**src/rtl/loader_pkg.sv**
```systemverilog
// Shared types and default widths for the program loader.
package loader_pkg;

    localparam int unsigned DefInstrWidth  = 9;
    localparam int unsigned DefAddrWidth   = 10;
    localparam int unsigned DefStartCycles = 2;
    localparam int unsigned DefCntWidth    = 16;

    typedef enum logic [2:0] {
        StIdle,
        StLoad,
        StStart,
        StRun,
        StDone,
        StErr
    } loader_state_t;

    // States in which the loader owns the core.
    function automatic logic is_busy(loader_state_t s);
        return (s == StLoad) || (s == StStart) || (s == StRun);
    endfunction

endpackage

```
**src/rtl/prog_loader_if.sv**
```systemverilog
// Instruction stream (host -> loader) and instruction-memory write port (loader -> imem).
interface prog_loader_if #(
    parameter int unsigned INSTR_WIDTH = loader_pkg::DefInstrWidth,
    parameter int unsigned ADDR_WIDTH  = loader_pkg::DefAddrWidth
) ();

    logic                   in_valid;
    logic [INSTR_WIDTH-1:0] in_data;
    logic                   in_last;
    logic                   in_ready;
    logic                   imem_we;
    logic [ADDR_WIDTH-1:0]  imem_waddr;
    logic [INSTR_WIDTH-1:0] imem_wdata;

    // Host / testbench side.
    modport master (
        output in_valid, in_data, in_last,
        input  in_ready, imem_we, imem_waddr, imem_wdata
    );

    // Loader side.
    modport slave (
        input  in_valid, in_data, in_last,
        output in_ready, imem_we, imem_waddr, imem_wdata
    );

endinterface

```
**src/rtl/sat_counter.sv**
```systemverilog
// Up-counter with synchronous clear that sticks at all-ones.
module sat_counter #(
    parameter int unsigned WIDTH = 16
) (
    input  logic             clk,
    input  logic             rst_n,
    input  logic             clr_i,
    input  logic             en_i,
    output logic [WIDTH-1:0] cnt_o
);

    logic [WIDTH-1:0] cnt_q, cnt_d;

    // Clear wins over enable; no increment once saturated.
    always_comb begin
        cnt_d = cnt_q;
        if (clr_i) begin
            cnt_d = '0;
        end else if (en_i && (cnt_q != '1)) begin
            cnt_d = cnt_q + WIDTH'(1);
        end
    end

    // Count register.
    always_ff @(posedge clk or negedge rst_n) begin
        if (!rst_n) begin
            cnt_q <= '0;
        end else begin
            cnt_q <= cnt_d;
        end
    end

    assign cnt_o = cnt_q;

endmodule

```
**src/rtl/prog_loader.sv**
```systemverilog
// Streams a program into instruction memory, strobes the core's start, then times the run.
module prog_loader
    import loader_pkg::*;
#(
    parameter int unsigned INSTR_WIDTH  = DefInstrWidth,
    parameter int unsigned ADDR_WIDTH   = DefAddrWidth,
    parameter int unsigned START_CYCLES = DefStartCycles,
    parameter int unsigned CNT_WIDTH    = DefCntWidth
) (
    input  logic                  clk,
    input  logic                  rst_n,
    input  logic                  load_req_i,
    input  logic                  halt_i,
    prog_loader_if.slave          bus,
    output logic                  start_o,
    output logic                  busy_o,
    output logic                  done_o,
    output logic                  err_overflow_o,
    output logic [ADDR_WIDTH:0]   prog_len_o,
    output logic [CNT_WIDTH-1:0]  run_cycles_o
);

    // Timer counts 0..START_CYCLES: cycle 0 lets the last imem write land before start rises.
    localparam int unsigned TmrW = (START_CYCLES < 1) ? 1 : $clog2(START_CYCLES + 1);

    loader_state_t          state_q, state_d;
    logic [ADDR_WIDTH-1:0]  ptr_q, ptr_d;
    logic [ADDR_WIDTH:0]    len_q, len_d;
    logic [TmrW-1:0]        tmr_q, tmr_d;
    logic                   we_q, we_d;
    logic [ADDR_WIDTH-1:0]  waddr_q, waddr_d;
    logic [INSTR_WIDTH-1:0] wdata_q, wdata_d;
    logic                   start_q, start_d;
    logic                   busy_q, done_q, err_q;
    logic                   accept;
    logic                   cnt_clr, cnt_en;

    assign bus.in_ready = (state_q == StLoad);
    assign accept       = bus.in_valid && (state_q == StLoad);

    // Next-state, pointer, write-port and timer logic.
    always_comb begin
        state_d = state_q;
        ptr_d   = ptr_q;
        len_d   = len_q;
        tmr_d   = tmr_q;
        we_d    = 1'b0;
        waddr_d = waddr_q;
        wdata_d = wdata_q;
        start_d = 1'b0;
        cnt_clr = 1'b0;
        cnt_en  = 1'b0;
        unique case (state_q)
            StIdle, StDone, StErr: begin
                if (load_req_i) begin
                    state_d = StLoad;
                    ptr_d   = '0;
                    len_d   = '0;
                    cnt_clr = 1'b1;
                end
            end
            StLoad: begin
                if (accept) begin
                    we_d    = 1'b1;
                    waddr_d = ptr_q;
                    wdata_d = bus.in_data;
                    len_d   = len_q + (ADDR_WIDTH + 1)'(1);
                    // Pointer holds at the top address rather than wrapping.
                    if (ptr_q != '1) begin
                        ptr_d = ptr_q + ADDR_WIDTH'(1);
                    end
                    if ((ptr_q == '1) && !bus.in_last) begin
                        state_d = StErr;
                    end else if (bus.in_last) begin
                        state_d = StStart;
                        tmr_d   = '0;
                    end
                end
            end
            StStart: begin
                if (tmr_q == TmrW'(START_CYCLES)) begin
                    state_d = StRun;
                end else begin
                    tmr_d   = tmr_q + TmrW'(1);
                    start_d = 1'b1;
                end
            end
            StRun: begin
                if (halt_i) begin
                    state_d = StDone;
                end else begin
                    cnt_en = 1'b1;
                end
            end
            default: state_d = StIdle;
        endcase
    end

    // State and registered outputs.
    always_ff @(posedge clk or negedge rst_n) begin
        if (!rst_n) begin
            state_q <= StIdle;
            ptr_q   <= '0;
            len_q   <= '0;
            tmr_q   <= '0;
            we_q    <= 1'b0;
            waddr_q <= '0;
            wdata_q <= '0;
            start_q <= 1'b0;
            busy_q  <= 1'b0;
            done_q  <= 1'b0;
            err_q   <= 1'b0;
        end else begin
            state_q <= state_d;
            ptr_q   <= ptr_d;
            len_q   <= len_d;
            tmr_q   <= tmr_d;
            we_q    <= we_d;
            waddr_q <= waddr_d;
            wdata_q <= wdata_d;
            start_q <= start_d;
            busy_q  <= is_busy(state_d);
            done_q  <= (state_d == StDone);
            err_q   <= (state_d == StErr);
        end
    end

    sat_counter #(
        .WIDTH (CNT_WIDTH)
    ) u_run_cnt (
        .clk   (clk),
        .rst_n (rst_n),
        .clr_i (cnt_clr),
        .en_i  (cnt_en),
        .cnt_o (run_cycles_o)
    );

    assign bus.imem_we    = we_q;
    assign bus.imem_waddr = waddr_q;
    assign bus.imem_wdata = wdata_q;
    assign start_o        = start_q;
    assign busy_o         = busy_q;
    assign done_o         = done_q;
    assign err_overflow_o = err_q;
    assign prog_len_o     = len_q;

endmodule

```
**src/flat_wrapper.sv**
```systemverilog
// flat-port wrapper written by rule: the top's interface ports become plain ports
module prog_loader_flat import loader_pkg::*;
#(
    parameter int unsigned INSTR_WIDTH  = DefInstrWidth,
    parameter int unsigned ADDR_WIDTH   = DefAddrWidth,
    parameter int unsigned START_CYCLES = DefStartCycles,
    parameter int unsigned CNT_WIDTH    = DefCntWidth
)
  (clk, rst_n, load_req_i, halt_i, start_o, busy_o, done_o, err_overflow_o, prog_len_o, run_cycles_o, bus_in_valid, bus_in_data, bus_in_last, bus_in_ready, bus_imem_we, bus_imem_waddr, bus_imem_wdata);
  prog_loader_if #(.INSTR_WIDTH(INSTR_WIDTH), .ADDR_WIDTH(ADDR_WIDTH)) bus_i ();
  input  logic clk;
  input  logic rst_n;
  input  logic load_req_i;
  input  logic halt_i;
  output logic start_o;
  output logic busy_o;
  output logic done_o;
  output logic err_overflow_o;
  output logic [ADDR_WIDTH:0] prog_len_o;
  output logic [CNT_WIDTH-1:0] run_cycles_o;
  input wire logic [$bits(bus_i.in_valid)-1:0] bus_in_valid;
  input wire logic [$bits(bus_i.in_data)-1:0] bus_in_data;
  input wire logic [$bits(bus_i.in_last)-1:0] bus_in_last;
  output wire logic [$bits(bus_i.in_ready)-1:0] bus_in_ready;
  output wire logic [$bits(bus_i.imem_we)-1:0] bus_imem_we;
  output wire logic [$bits(bus_i.imem_waddr)-1:0] bus_imem_waddr;
  output wire logic [$bits(bus_i.imem_wdata)-1:0] bus_imem_wdata;
  assign bus_i.in_valid = bus_in_valid;
  assign bus_i.in_data = bus_in_data;
  assign bus_i.in_last = bus_in_last;
  assign bus_in_ready = bus_i.in_ready;
  assign bus_imem_we = bus_i.imem_we;
  assign bus_imem_waddr = bus_i.imem_waddr;
  assign bus_imem_wdata = bus_i.imem_wdata;
  prog_loader #(.INSTR_WIDTH(INSTR_WIDTH), .ADDR_WIDTH(ADDR_WIDTH), .START_CYCLES(START_CYCLES), .CNT_WIDTH(CNT_WIDTH)) u_core (.clk(clk), .rst_n(rst_n), .load_req_i(load_req_i), .halt_i(halt_i), .bus(bus_i), .start_o(start_o), .busy_o(busy_o), .done_o(done_o), .err_overflow_o(err_overflow_o), .prog_len_o(prog_len_o), .run_cycles_o(run_cycles_o));
endmodule
```
**config.mk**
```make
export PLATFORM = sky130hd
export DESIGN_NAME = prog_loader_flat
export DESIGN_NICKNAME = d
export VERILOG_FILES = /design/src/rtl/loader_pkg.sv /design/src/rtl/prog_loader_if.sv /design/src/rtl/sat_counter.sv /design/src/rtl/prog_loader.sv /design/src/flat_wrapper.sv
export SDC_FILE = /design/constraint.sdc
export NUM_CORES = 1
export LEC_CHECK = 0
export CAP_MARGIN = 20
export CORE_MARGIN = 4
export CORE_UTILIZATION = 61
export DETAILED_ROUTE_END_ITERATION = 16
export DONT_BUFFER_PORTS = 1
export PLACE_DENSITY = 0.84
export SETUP_SLACK_MARGIN = 0.1
export SYNTH_ARGS = -nofsm -noshare
export SYNTH_HDL_FRONTEND = slang
export SYNTH_SLANG_ARGS = --single-unit
```
**constraint.sdc**
```tcl
create_clock -name clk -period 2.5 [get_ports clk]
set_input_delay 0.125 -clock clk [delete_from_list [all_inputs] [get_ports clk]]
set_output_delay 0.125 -clock clk [all_outputs]
set_load 0.05 [all_outputs]
```
==> metrics.md <==
| Metric | Value |
|---|---|
| Status | `completed` |
| Critical Path Source Type | `flop` |
| Startpoint of the worst hold path | `bus_in_last` |
| Comb pwr share | `25.7%` |
| Minimum clock period after layout | `2.10 ns` |
| Worst-case reg-to-reg path depth | `7` |
| Share of the yosys chip area belonging to registers | `approximately 54%` |
| Hold_buf cts | `12` |
| Worst-case hold path end point | `u_core.state_q[2]` |
| Largest net degree at the start of global routing | `67` |
| EDFF count, synth | `0` |
| FMAX | `0.476 GHz` |
| Syn Area/Cell | `9.43 µm²` |
| Sequential Area | `approximately 0.0017 mm²` |
| Grt ovf | `0` |
| Yosys cell types | `41` |
| Synth Instances | `about 320` |
| Fillers | `about 320` |
| Main synth FF type | `dfrtp_1` |
| Worst Setup End Kind | `flop` |
| Setup_tns | `0 ns` |
| Routed Wire Length | `6600 µm` |
| Mapped Area | `roughly 0.0030 mm²` |
| Vias per inst | `5.65` |
| Syn Nets | `between 300 and 400` |
| Initial antenna violation count | `0` |
| Port Buffers | `0` |
| Initial Util | `63.7%` |
| Least-Margin Pin Slew | `0.662 ns` |
| Metal2 WL | `3190 µm` |
| Crit path largest cell delay | `~0.48 ns` |
| # DRC | `0` |
| TritonCTS clock tree | `built` |
| Setup WS post-layout | `0.401 ns` |
| RePlAce Congestion | `0.848` |
| Critical Path, Cell by Cell | `or3b_4 > clkinv_2 > nand2_4 > inv_6 > nand4_2 > or3_1 > a21oi_1` |
| Post-Layout Cell Count | `431` |
| Met1 wire length | `2820 µm` |
| Core Region | `0.00479 mm²` |
| Postcts setup bufs | `0` |
| Reg2Reg Setup Slack | `0.40 ns` |
| Max FO, Critical Path | `26` |
| Clk_lat worst skew | `between 0.3 and 0.4 ns` |
| Die Width | `78.7 µm` |
| Max-cap violation count | `0` |
| Routed len/inst | `~15 µm` |
| Reg power frac | `about half` |
| Post-cts resize count | `0` |
| Drt pass-1 iters | `4` |
| Pint | `2.16 mW` |
| Hold Crit Depth | `2` |
| Net Sw Power | `1.68 mW` |
| Sw Ratio | `43.8%` |
| Final Hold Viols | `0` |
| Clock Skew | `0.00719 ns` |
| Routed vias | `roughly 2,400` |
| Maximum vdd drop | `0.928 mV` |
| Clock transition at the registers of the reported paths | `about 0.070 ns` |
| Fin crit share | `84.0%` |
| 1st-iter DRT viols | `141` |
| Final net count | `~380` |
| Start of the worst register-to-register path | `u_core.state_q[0]` |
| Post-layout util | `between 70% and 80%` |
| H-tree depth | `3` |
| Reg2reg end | `u_core.prog_len_o[7]` |
| Die ar. | `0.00619 mm²` |
| Share of cells above drive strength 1 | `13.2%` |
| Setup Slack @ Placement | `0.402 ns` |
| Seq cells post-synth | `66` |
| WS Path Type | `reg2reg` |
| Max layer used | `met4` |
| CP Data Arrival Time | `~2.4 ns` |
| Row count | `25` |
| Placed cells | `403` |
| First-pass GRT wire length | `11,400 µm` |
| Overall power | `between 3 and 4 mW` |
| P&R area growth vs syn | `18.9%` |
| Clock power share | `26.2%` |
| Met3 wire length | `498 µm` |
| CTS Root Cell | `clkbuf_8` |
| Leak | `around 1.7 nW` |
| Relative max-transition margin | `55.5%` |
| DP Wirelength | `4460 µm` |
| Multi-input gate area | `~0.0013 mm²` |
| Routed Antenna Nets | `0` |
| Io pins | `between 60 and 70` |
| Clk sink count | `66` |
| Number of warning messages in the yosys log | `0` |
| CTS Buffer Depth | `2` |
| CTS Buf Count | `9` |
| Min-Delay Path Class | `in2reg` |
| Die Ht | `78.7 µm` |
| Slew Limit Fails | `0` |
| Pwr Density | `1060 mW/mm²` |
| RSZ-0062 raised after global routing | `no` |
| Required @ worst endpoint | `2.77 ns` |
| Ant. Diodes | `0` |
| Fraction of registers with async set/reset | `100%` |
| # setup viols final | `0` |
| Crit-path slowest cell | `dfrtp_1` |
| Vias in the first global route | `2,438` |
| Tot GR Track Use | `23.9%` |
[layout make-up]
type                    instances  share of cell area, %
clock buffers                  10                   3.80
repair buffers                 34                   8.36
clock inverters                 6                   2.45
inverters                       8                   1.00
flip-flops and latches         66                   45.6
well taps                      67                   2.31
multi-input cells             240                   36.5
[cells in the mapped netlist, types with 2 or more instances]
cell / n / area share (%)
xor2_1: 3 / 0.86
o21ai_0: 11 / 1.8
nand3b_1: 2 / 0.49
inv_1: 6 / 0.74
ha_1: 4 / 1.6
nor2_1: 31 / 3.8
and2_1: 3 / 0.62
mux2i_1: 2 / 0.66
a21oi_1: 4 / 0.66
nor3_1: 9 / 1.5
xnor2_1: 17 / 4.9
a31oi_1: 2 / 0.41
nor4b_1: 3 / 0.86
nor4_1: 9 / 1.8
nand3_1: 11 / 1.8
and3_1: 4 / 0.82
o31ai_1: 5 / 1.2
nand2_1: 88 / 11
dfrtp_1: 66 / 54
clkbuf_1: 8 / 0.99
o211ai_1: 6 / 1.5
nand4_1: 10 / 2.1
[state kept, by name, indices dropped and copies added, names as in the netlist]
name	cells
u_core.tmr_q	2
u_core.u_run_cnt.cnt_o	16
u_core.err_overflow_o	1
u_core.start_o	1
u_core.done_o	1
u_core.bus.imem_wdata	9
u_core.prog_len_o	11
u_core.ptr_q	10
u_core.bus.imem_waddr	10
u_core.state_q	3
u_core.bus.imem_we	1
u_core.busy_o	1
[power groups by stage]
stage / clock network, mW / registers [mW] / logic, mW
3_5_place_dp: 0 / 1.86 / 0.948
5_1_grt: 1.08 / 1.88 / 1.11
6_report: 1.00 / 1.85 / 0.987
4_1_cts: 1.02 / 1.85 / 0.993
2_1_floorplan: 0 / 1.91 / 0.648
3_3_place_gp: 0 / 1.86 / 0.915
[logic make-up (layout without fill, tap and decap cells)]
kind of cell    Yosys count  in the layout  share of synthesized area [%]
compound gates           32             32                           7.10
xor+xnor                 20             20                           5.75
fa+ha+maj                 4              4                           1.64
buf+inv                  17             58                           2.42
flops                    66             66                           54.2
mux                       2              2                          0.657
simple gates            182            182                           28.2
[critical path, delay by kind of cell (launching register included)]
family,cells,cell delay (ns)
buffers and inverters,2,0.27
flip-flops,1,0.48
AO/OA/AOI/OAI,1,0.14
AND/OR/NAND/NOR,4,1.14
[stage by stage]
stage | hold slack [ns] | area (µm²)
floorplan | -0.171 | 3050
global placement | -0.169 | 3260
detailed placement | -0.169 | 3260
CTS | 0.0227 | 3620
global route | 0.0437 | 3620
finish | 0.0427 | 3620
[worst max-delay path by stage]
stage / endpoint / from / depth (start not counted) / slack [ns]
after floorplan: u_core.u_run_cnt.cnt_o[10] / u_core.u_run_cnt.cnt_o[12] / 5 / 0.44
after global placement: u_core.prog_len_o[7] / u_core.state_q[0] / 7 / 0.47
after CTS: u_core.prog_len_o[7] / u_core.state_q[0] / 7 / 0.40
after global routing: u_core.ptr_q[5] / u_core.state_q[0] / 5 / 0.19
final: u_core.prog_len_o[7] / u_core.state_q[0] / 7 / 0.40
after detailed placement: u_core.prog_len_o[7] / u_core.state_q[0] / 7 / 0.40
[cell usage in the layout, fill, tap and decap left out, types with 3 or more instances in the layout]
| master | Yosys | routed |
|---|---|---|
| clkbuf_8 | 0 | 10 |
| dlygate4sd3_1 | 0 | 11 |
| o21ai_0 | 11 | 11 |
| inv_1 | 6 | 6 |
| a21oi_1 | 4 | 4 |
| xor2_1 | 3 | 3 |
| ha_1 | 4 | 4 |
| nand4_1 | 10 | 10 |
| nor2_1 | 31 | 31 |
| and2_1 | 3 | 3 |
| and3_1 | 4 | 4 |
| xnor2_1 | 17 | 17 |
| nor4_1 | 9 | 9 |
| o31ai_1 | 5 | 5 |
| nand3_1 | 11 | 11 |
| nor4b_1 | 3 | 3 |
| dfrtp_1 | 66 | 66 |
| nand2_1 | 88 | 88 |
| nor3_1 | 9 | 9 |
| buf_4 | 1 | 22 |
| o211ai_1 | 6 | 6 |
[routing by layer]
metal | GRT usage (%) | vias to the layer above
met5 | 0 | -
met1 | 29.2 | 1182
met3 | 9.86 | 10
met4 | 8.92 | 0
li1 | - | 1181
met2 | 38.0 | 64
Power figures use the tool's default switching activity.
